===== src/rtl/zigzag_reorder_buffer.sv =====
// rtl/zigzag_reorder_buffer.sv - double-buffered N x N zigzag/raster reorder stage
module zigzag_reorder_buffer #(
    parameter int DWIDTH    = 12,
    parameter int BLOCK_DIM = 8,
    parameter int IDX_W     = $clog2(BLOCK_DIM)
) (
    input  logic              clk,
    input  logic              rst,
    input  logic              in_valid,
    output logic              in_ready,
    input  logic [DWIDTH-1:0] in_data,
    input  logic              in_mode,
    output logic              out_valid,
    input  logic              out_ready,
    output logic [DWIDTH-1:0] out_data,
    output logic              out_sob,
    output logic              out_eob
);

    localparam int BLK = BLOCK_DIM * BLOCK_DIM;
    localparam int AW  = 2 * IDX_W;
    localparam logic [AW-1:0]    LAST_IDX = AW'(BLK - 1);
    localparam logic [IDX_W-1:0] EDGE_IDX = IDX_W'(BLOCK_DIM - 1);

    typedef enum logic [1:0] {
        B_FREE,
        B_FILLING,
        B_FULL,
        B_DRAINING
    } bank_state_t;

    bank_state_t bank_q [2];
    bank_state_t bank_d [2];
    logic [1:0]  mode_q, mode_d;
    logic        wr_ptr_q, wr_ptr_d;
    logic        rd_ptr_q, rd_ptr_d;
    logic [AW-1:0]    wr_cnt_q, wr_cnt_d;
    logic [AW-1:0]    rd_cnt_q, rd_cnt_d;
    logic [IDX_W-1:0] row_q, row_d;
    logic [IDX_W-1:0] col_q, col_d;
    logic             up_q, up_d;
    logic             rd_v_q, rd_v_d;
    logic             rd_sob_q, rd_sob_d;
    logic             rd_eob_q, rd_eob_d;
    logic              out_valid_q, out_valid_d;
    logic              out_sob_q, out_sob_d;
    logic              out_eob_q, out_eob_d;
    logic [DWIDTH-1:0] out_data_q, out_data_d;

    logic [DWIDTH-1:0] mem [0:2*BLK-1];
    logic [DWIDTH-1:0] mem_rdata;

    logic             wr_fire;
    logic             out_load;
    logic             rd_avail;
    logic             rd_issue;
    logic             rd_last;
    logic [AW-1:0]    rd_addr;
    logic [IDX_W-1:0] walk_row, walk_col;
    logic             walk_up;

    assign in_ready  = (bank_q[wr_ptr_q] == B_FREE) || (bank_q[wr_ptr_q] == B_FILLING);
    assign wr_fire   = in_valid && in_ready;
    assign out_load  = !out_valid_q || out_ready;
    assign rd_avail  = (bank_q[rd_ptr_q] == B_FULL) || (bank_q[rd_ptr_q] == B_DRAINING);
    // A read may only be issued when the memory output stage can hand its word on.
    assign rd_issue  = rd_avail && (!rd_v_q || out_load);
    assign rd_last   = (rd_cnt_q == LAST_IDX);
    assign rd_addr   = mode_q[rd_ptr_q] ? rd_cnt_q : {row_q, col_q};

    always_comb begin
        walk_row = row_q;
        walk_col = col_q;
        walk_up  = up_q;
        if (up_q) begin
            if (col_q == EDGE_IDX) begin
                walk_row = row_q + IDX_W'(1);
                walk_up  = 1'b0;
            end else if (row_q == '0) begin
                walk_col = col_q + IDX_W'(1);
                walk_up  = 1'b0;
            end else begin
                walk_row = row_q - IDX_W'(1);
                walk_col = col_q + IDX_W'(1);
            end
        end else begin
            if (row_q == EDGE_IDX) begin
                walk_col = col_q + IDX_W'(1);
                walk_up  = 1'b1;
            end else if (col_q == '0) begin
                walk_row = row_q + IDX_W'(1);
                walk_up  = 1'b1;
            end else begin
                walk_row = row_q + IDX_W'(1);
                walk_col = col_q - IDX_W'(1);
            end
        end
    end

    always_comb begin
        bank_d[0]   = bank_q[0];
        bank_d[1]   = bank_q[1];
        mode_d      = mode_q;
        wr_ptr_d    = wr_ptr_q;
        rd_ptr_d    = rd_ptr_q;
        wr_cnt_d    = wr_cnt_q;
        rd_cnt_d    = rd_cnt_q;
        row_d       = row_q;
        col_d       = col_q;
        up_d        = up_q;
        rd_v_d      = rd_v_q;
        rd_sob_d    = rd_sob_q;
        rd_eob_d    = rd_eob_q;
        out_valid_d = out_valid_q;
        out_sob_d   = out_sob_q;
        out_eob_d   = out_eob_q;
        out_data_d  = out_data_q;

        // Write side only touches FREE/FILLING banks, read side only FULL/DRAINING,
        // so both updates below never target the same bank in one cycle.
        if (wr_fire) begin
            if (bank_q[wr_ptr_q] == B_FREE) begin
                bank_d[wr_ptr_q] = B_FILLING;
                mode_d[wr_ptr_q] = in_mode;
            end
            if (wr_cnt_q == LAST_IDX) begin
                bank_d[wr_ptr_q] = B_FULL;
                wr_ptr_d         = !wr_ptr_q;
                wr_cnt_d         = '0;
            end else begin
                wr_cnt_d = wr_cnt_q + AW'(1);
            end
        end

        if (bank_q[rd_ptr_q] == B_FULL) begin
            bank_d[rd_ptr_q] = B_DRAINING;
        end

        if (rd_issue) begin
            if (rd_last) begin
                bank_d[rd_ptr_q] = B_FREE;
                rd_ptr_d         = !rd_ptr_q;
                rd_cnt_d         = '0;
                row_d            = '0;
                col_d            = '0;
                up_d             = 1'b1;
            end else begin
                rd_cnt_d = rd_cnt_q + AW'(1);
                row_d    = walk_row;
                col_d    = walk_col;
                up_d     = walk_up;
            end
        end

        if (rd_issue) begin
            rd_v_d   = 1'b1;
            rd_sob_d = (rd_cnt_q == '0);
            rd_eob_d = rd_last;
        end else if (out_load) begin
            rd_v_d = 1'b0;
        end

        if (out_load) begin
            out_valid_d = rd_v_q;
            if (rd_v_q) begin
                out_data_d = mem_rdata;
                out_sob_d  = rd_sob_q;
                out_eob_d  = rd_eob_q;
            end
        end
    end

    always_ff @(posedge clk) begin
        if (wr_fire) begin
            mem[{wr_ptr_q, wr_cnt_q}] <= in_data;
        end
        if (rd_issue) begin
            mem_rdata <= mem[{rd_ptr_q, rd_addr}];
        end
    end

    always_ff @(posedge clk or posedge rst) begin
        if (rst) begin
            bank_q[0]   <= B_FREE;
            bank_q[1]   <= B_FREE;
            mode_q      <= '0;
            wr_ptr_q    <= 1'b0;
            rd_ptr_q    <= 1'b0;
            wr_cnt_q    <= '0;
            rd_cnt_q    <= '0;
            row_q       <= '0;
            col_q       <= '0;
            up_q        <= 1'b1;
            rd_v_q      <= 1'b0;
            rd_sob_q    <= 1'b0;
            rd_eob_q    <= 1'b0;
            out_valid_q <= 1'b0;
            out_sob_q   <= 1'b0;
            out_eob_q   <= 1'b0;
            out_data_q  <= '0;
        end else begin
            bank_q[0]   <= bank_d[0];
            bank_q[1]   <= bank_d[1];
            mode_q      <= mode_d;
            wr_ptr_q    <= wr_ptr_d;
            rd_ptr_q    <= rd_ptr_d;
            wr_cnt_q    <= wr_cnt_d;
            rd_cnt_q    <= rd_cnt_d;
            row_q       <= row_d;
            col_q       <= col_d;
            up_q        <= up_d;
            rd_v_q      <= rd_v_d;
            rd_sob_q    <= rd_sob_d;
            rd_eob_q    <= rd_eob_d;
            out_valid_q <= out_valid_d;
            out_sob_q   <= out_sob_d;
            out_eob_q   <= out_eob_d;
            out_data_q  <= out_data_d;
        end
    end

    assign out_valid = out_valid_q;
    assign out_data  = out_data_q;
    assign out_sob   = out_sob_q;
    assign out_eob   = out_eob_q;

endmodule


===== config.mk =====
export PLATFORM = sky130hd
export DESIGN_NAME = zigzag_reorder_buffer
export DESIGN_NICKNAME = d
export VERILOG_FILES = /design/src/rtl/zigzag_reorder_buffer.sv
export SDC_FILE = /design/constraint.sdc
export NUM_CORES = 2
export LEC_CHECK = 0
export CAP_MARGIN = 20
export CORE_ASPECT_RATIO = 2
export CORE_MARGIN = 4
export CORE_UTILIZATION = 55
export DETAILED_ROUTE_END_ITERATION = 7
export GPL_TIMING_DRIVEN = 0
export PLACE_DENSITY_LB_ADDON = 0.3
export SETUP_SLACK_MARGIN = 0.1
export SYNTH_ARGS = -nofsm -noshare
export SYNTH_HDL_FRONTEND = slang
export SYNTH_SLANG_ARGS = --single-unit

===== constraint.sdc =====
create_clock -name clk -period 3.6 [get_ports clk]
set_clock_uncertainty 0.15 [all_clocks]
set_input_delay 0.36 -clock clk [delete_from_list [all_inputs] [get_ports clk]]
set_output_delay 0.36 -clock clk [all_outputs]
set_load 0.02 [all_outputs]

== Word level (Yosys, flattened, before mapping) ==
Memories as Yosys holds them, arrays and structs flattened. A register that Yosys moved wholly into a read port is not among the register bits.
Index checks and enable logic that the tools add are counted.
Cells by class
  eq/ne operators: 11
  magnitude comparators: 7
  reductions and logical operators: 24
  bitwise operators: 11
  add/subtract/negate cells: 6
  muxes and demuxes: 45
Operators by type and width (number)
  $mux W3: 10
  $mux W4: 7
  $mux W6: 3
  $mux W2: 8
  $mux W1: 13
  $add A6 B1 Y6 const B: 2
  $eq A6 B6 Y1 const B: 2
  $ne A4 B4 Y1 const B: 2
  $reduce_and A2 Y1: 4
  $add A3 B1 Y3 const B: 2
  $eq A3 B3 Y1 const B: 2
  $logic_not A3 Y1: 2
  $logic_not A6 Y1: 1
  $ne A3 B3 Y1 const B: 2
  $reduce_and A3 Y1: 2
  $sub A3 B1 Y3 const B: 2
  $logic_and A1 B1 Y1: 5
  $and A2 B2 Y2: 2
  $and A4 B4 Y4: 1
  $demux W2 S1: 2
  $eq A2 B2 Y1 const B: 2
  $ge A2 B2 Y1 const B: 2
  $logic_not A1 Y1: 4
  $logic_or A1 B1 Y1: 4
  13 further kinds: 18
Storage, ports and cells
  memories: 1
  bits in writable memories: 1536
  output and inout bits: 16
  logic and storage cells: 122
  register bits after elaboration: 45
  input port bits: 17
Memories
  mem: depth 128, width 12, rd ports 1, clocked after memory_dff 1, wr ports 1, RTL line 50  | logic [DWIDTH-1:0] mem [0:2*BLK-1];

== Depth between registers and ports, before layout ==
  word-level depth: 17
  mapped depth: 13
  gate-level depth less buffers: 8

== Least setup slack after synthesis ==
No wires, ideal clock.
  kind: register to register
  start point: register bank_q[1] in the netlist's numbering
  end point: memory mem[103][0], enable pin
  clock period less this slack: 2932 ps
  path slack: 668 ps
  setup time: 380 ps
  path buffers: 2
  data required time: 3070 ps
  arrival time: 2401 ps
  cell stages (with the launch flop): 7
  cells stage by stage: dfrtp_1 > mux2i_1 > and2_1 > clkbuf_1 > nand4_1 > clkbuf_1 > nor2_1
Between the ends
  cells in the longest elaborated chain, start to end: 8
  elaborated cells on any way between the ends: 9
  those cells by class: eq/ne: 1; mux: 5; reduce/logical: 3
Ends and longest elaborated chain
  start, declared: RTL line 32  | bank_state_t bank_q [2];
  $mux W2 (implied by the code) (*) (3 in a row): RTL line 62  | assign in_ready = (bank_q[wr_ptr_q] == B_FREE) || (bank_q[wr_ptr_q] == B_FILLING);
  $eq A2 B1 Y1 or $logic_not A2 Y1 (tied branches): RTL line 62
  $logic_or A1 B1 Y1 (*): RTL line 62
  named net in_ready: RTL line 10  | output logic in_ready,
  $logic_and A1 B1 Y1 (*): RTL line 63  | assign wr_fire = in_valid && in_ready;
  $mux W1 (*): RTL line 174  | if (wr_fire) begin
  $mux W1 (implied by the code) (*): RTL line 175  | mem[{wr_ptr_q, wr_cnt_q}] <= in_data;
  end, declared: RTL line 50
Mark *: on every way through the listed nets, which the timed path passes. The rest lies on a longest branch. The select of a mux whose other input is x is not followed.

== Worst setup path after layout ==
  start point: register rd_ptr_q
  end point: register mem_rdata[9], read port of mem (data pin)
Between the ends
  cells in the longest elaborated chain, start to end: 7
  elaborated cells on any way between the ends: 11
  those cells by class: eq/ne: 2; mux: 6; bitwise: 1; reduce/logical: 2
Ends and longest elaborated chain
  start, declared: RTL line 36  | logic rd_ptr_q, rd_ptr_d;
  start signal, assigned: RTL line 206  | rd_ptr_q <= rd_ptr_d;
  $not A1 Y2 (implied by the code): RTL line 65  | assign rd_avail = (bank_q[rd_ptr_q] == B_FULL) || (bank_q[rd_ptr_q] == B_DRAINING);
  $mux W2 (implied by the code) (3 in a row): RTL line 65
  $eq A2 B2 Y1: RTL line 65
  $logic_or A1 B1 Y1: RTL line 65
  $logic_and A1 B1 Y1: RTL line 67  | assign rd_issue = rd_avail && (!rd_v_q || out_load);
  end, declared: RTL line 51  | logic [DWIDTH-1:0] mem_rdata;
Several ways; a longest one is shown, not always the timed one. The select of a mux whose other input is x is not followed.
A chain may end at the register's enable or synchronous reset.

==> flow_summary_export.csv <==
group,metric,value,unit
placed_design,dpl_cell_area,65410,um2
worst_setup_path,critical-path-slowest-cell,"a31oi_1",
layout,fin_area,74130,um2
layout,seqCellArea,47610,um2
floorplanning,dieHeight,483.9,um
route,ant_nets,0,
sta,worst_slack,0.01334,ns
sta,timing.hold.ws,0.1258,ns
worst_setup_path,rrSetupSlack,0.01,ns
pwr,ir_drop,0.5176,mV
clock_tree,clk_latency,0.76,ns
route,drc,0,
worst_setup_path,critPathKind,"reg -> reg",
worst_setup_path,max_stage_delay,0.50,ns
layout,final_core_util,65.99,%
logic_synthesis,async_reset_ff_share,2.825,%
layout,nFillCells,7484,
route,vias,37212,
worst_setup_path,arrival,3.96,ns
logic_synthesis,syn-cell-area,62280,um2
route,via_per_inst,6.409,
clock_tree,clock_sinks,1593,
clock_tree,cts_tree,"done",
global_routing,grt_max_degree,101,
layout,multi_input_area,16500,um2
hold_path,min_to,"mem[46][11]$_DFFE_PP_",
worst_setup_path,crit_path_start_kind,"flip-flop",
sta,min_period,3.587,ns
floorplanning,core,112300,um2
floorplanning,die_x,246.0,um
placed_design,dp_slack,-1.374,ns
floorplanning,fp.dieArea,119000,um2
floorplanning,initial_core_util,55.44,%
logic_synthesis,synthCells,3872,
sta,relSlewSlack,22.77,%
global_routing,antenna_found_initial,5,
worst_setup_path,rr_worst_depth,11,
logic_synthesis,ys.flop_type,"edfxtp_1",
floorplanning,fp-row-count,174,
pwr,swShare,21.37,%
clock_tree,clock-root-buffer,"clkbuf_16",
logic_synthesis,synth_seq_cells,1593,
sta,report.final.slew_viol_count,0,
worst_setup_path,cp_cell_sequence,"buf_6, mux2_4, buf_4, clkbuf_16, buf_4, a21oi_4, nand2_2, clkbuf_2, a31oi_1, a211oi_2, o211a_1",
hold_path,hold_start,"in_data[11]",
worst_setup_path,end_kind,"flip-flop",
route,first_pass_iters,6,
floorplanning,io_pins,33,
outcome,status,"completed",
layout,nNetsFinal,4232,
placed_design,place_hpwl,127900,um
pwr,pwr-share-seq,58.8,%
job,drv_cap,0,
sta,rsz0062_at_grt,"true",
pwr,powerDensity,474.7,nW/um2
clock_tree,clkTransAtPathRegs,0.08,ns
sta,tightestPinTransition,1.154,ns
clock_tree,cts_inserted_buffers,121,
pwr,p_clk_share,37.1,%
sta,fmax,0.2788,GHz
global_routing,grt_pass1_wl,258700,um
pwr,p_sw,7.522,mW
clock_tree,cts_buffer_depth,3,
worst_setup_path,timing.rr.start,"rd_ptr_q$_DFFE_PP0P_",
sta,post-route-period-util,99.63,%
pwr,leakage,24.43,nW
pwr,p_int,27.67,mW
hold_path,hold_path_depth,1,
logic_synthesis,synth_nets,3900,
sta,hold_viol,0,
route,first_iter_violations,4143,
logic_synthesis,synth_edf_count,1548,
route,routed_wl,186900,um
logic_synthesis,synthDistinctLibCells,48,
route,wire_per_inst,32.19,um
global_routing,gr-total-overflow,0,
hold_path,min_path_type,"in -> reg",
worst_setup_path,timing.rr.end,"mem_rdata[9]$_DFFE_PP_",
sta,report.final.setup_viol,0,
worst_setup_path,crit_top_cell,"buf_4",
pwr,combPwrFrac,4.0,%
clock_tree,h-tree-depth,3,
global_routing,first_global_vias,37105,
worst_setup_path,cp.required,3.97,ns
logic_synthesis,ys_warn_count,0,
placed_design,numPortBuffers,32,
sta,fin_setup_tns,0,ns
logic_synthesis,synth-seq-area-share,76.44,%
layout,layout-drive-gt1-share,22.88,%
global_routing,grt_usage,30.67,%
layout,synthToLayoutAreaGrowth,19.03,%
logic_synthesis,avgSynthCellArea,16.09,um2
placed_design,place_congestion,1.015,
worst_setup_path,critPathMaxFanout,10,
[state kept, by name, summed over array words and instances, names as in the netlist]
signal / flops
bank_q: 4
col_q: 3
mem: 1536
mem_rdata: 12
mode_q: 2
out_data: 12
out_eob: 1
out_sob: 1
out_valid: 1
rd_cnt_q: 6
rd_eob_q: 1
rd_ptr_q: 1
rd_sob_q: 1
rd_v_q: 1
row_q: 3
up_q: 1
wr_cnt_q: 6
wr_ptr_q: 1
[metrics by stage]
| stage | total power [mW] | instances |
|---|---|---|
| finish | 35.19 | 5806 |
| global route | 36.04 | 5803 |
| CTS | 35.10 | 5742 |
| detailed placement | 22.29 | 5472 |
| global placement | 22.26 | 5400 |
| floorplan | 21.47 | 3872 |
[cells in the final DEF, fill, tap and decap left out, types with 15 or more instances in the layout]
cell type / n
edfxtp_1: 1548
nand2_1: 598
mux2i_1: 379
buf_4: 137
nand3_1: 137
nor2_1: 132
clkbuf_16: 132
a32oi_1: 89
clkbuf_2: 72
buf_6: 58
clkbuf_1: 56
nor3_1: 48
dfrtp_1: 44
a32oi_2: 41
nor2_4: 40
nor2_2: 37
buf_12: 35
a31oi_1: 33
a211oi_2: 33
a221oi_2: 32
o221ai_1: 31
clkinv_2: 28
clkbuf_4: 26
a2111oi_2: 25
mux4_2: 24
a221oi_1: 22
mux2_2: 20
o21ai_0: 20
buf_2: 20
buf_8: 20
clkdlybuf4s50_1: 20
a211oi_4: 19
clkinv_1: 18
nand4_1: 17
o221ai_2: 17
mux2i_2: 16
a31oi_2: 16
mux2i_4: 15
[critical path: cells and delay by family (launching register included)]
family,cells,cell delay (ns)
and+or+nand+nor,1,0.29
buffers and inverters,5,0.99
muxes,1,0.33
DFF,1,0.37
AOI/OAI and AO/OA,4,1.21
[cell families (layout without fill, tap and decap cells)]
kind of cell             Yosys count  in the layout  share of synthesized area, %
AND/OR/NAND/NOR                 1064           1064                         7.041
other                              0              4                             0
buffers and inverters            248            682                         1.916
adder cells (fa/ha/maj)           11             11                        0.2210
AO/OA/AOI/OAI                    492            492                         6.380
multiplexers                     456            456                         7.885
flip-flops                      1593           1593                         76.44
XOR/XNOR                           8              8                        0.1125
[synthesized netlist by cell type (all sizes together) (12+ instances only)]
| master | count | share of area, % |
|---|---|---|
| a2111oi | 48 | 0.67 |
| a211oi | 61 | 0.74 |
| a221oi | 60 | 0.84 |
| a22oi | 13 | 0.16 |
| a311oi | 12 | 0.17 |
| a31oi | 62 | 0.62 |
| a32oi | 144 | 2.0 |
| buf | 97 | 1.0 |
| clkbuf | 141 | 0.85 |
| dfrtp | 44 | 1.8 |
| edfxtp | 1548 | 75 |
| mux2 | 22 | 0.40 |
| mux2i | 410 | 6.6 |
| mux4 | 24 | 0.87 |
| nand2 | 605 | 3.6 |
| nand3 | 141 | 1.1 |
| nand4 | 17 | 0.17 |
| nor2 | 209 | 1.3 |
| nor2b | 14 | 0.14 |
| nor3 | 48 | 0.39 |
| nor4 | 13 | 0.13 |
| o211a | 12 | 0.19 |
| o21ai | 20 | 0.16 |
| o221ai | 48 | 0.67 |
[layer usage]
layer  share of wire (%)  global-route usage, %  wire length [um]  vias to the layer above
met5               0.012                      0                22                        -
met4                  12                  27.38             21830                        4
met3                 7.0                  4.821             13040                      612
met2                  51                  53.81             96150                     2044
met1                  30                  30.98             55850                    18721
li1                    -                      -                 -                    15831
[worst max-delay path by stage]
stage                               from                endpoint  cells past startpoint
floorplan            bank_q[1]$_DFF_PP0_   mem[103][0]$_DFFE_PP_                      6
global placement              in_data[6]    mem[96][6]$_DFFE_PP_                      1
detailed placement  rd_ptr_q$_DFFE_PP0P_  mem_rdata[7]$_DFFE_PP_                     11
CTS                  bank_q[1]$_DFF_PP0_    mem[72][7]$_DFFE_PP_                      8
global route        rd_ptr_q$_DFFE_PP0P_  mem_rdata[9]$_DFFE_PP_                     13
finish              rd_ptr_q$_DFFE_PP0P_  mem_rdata[9]$_DFFE_PP_                     11
[layout make-up]
| cell class | instances | share of cell area, % |
|---|---|---|
| well taps | 1496 | 2.525 |
| repair buffers | 209 | 3.197 |
| clock buffers | 161 | 4.442 |
| flip-flops and latches | 1593 | 64.22 |
| multi-input cells | 2031 | 22.26 |
| clock inverters | 64 | 0.6211 |
| inverters | 10 | 0.05063 |
| plain buffers | 238 | 2.670 |
| diodes | 4 | 0.01350 |
[repair_timing]
action / CTS / global route
pin swaps: 59 / 70
gates cloned: 3 / 6
resized for setup: 628 / 309
endpoints found under the hold margin: 348 / 0
hold buffers: 10 / 0
buffers inserted: 32 / 38
setup endpoints to repair: 1216 / 531
[power by group through the flow]
stage / logic, mW / registers, mW / clock network, mW
2_1_floorplan: 0.390 / 21.1 / 0
3_3_place_gp: 1.06 / 21.2 / 0
3_5_place_dp: 1.19 / 21.1 / 0
4_1_cts: 1.31 / 20.7 / 13.1
5_1_grt: 1.45 / 20.7 / 13.9
6_report: 1.42 / 20.7 / 13.1
Note: power is estimated with default switching activity, not from simulation.
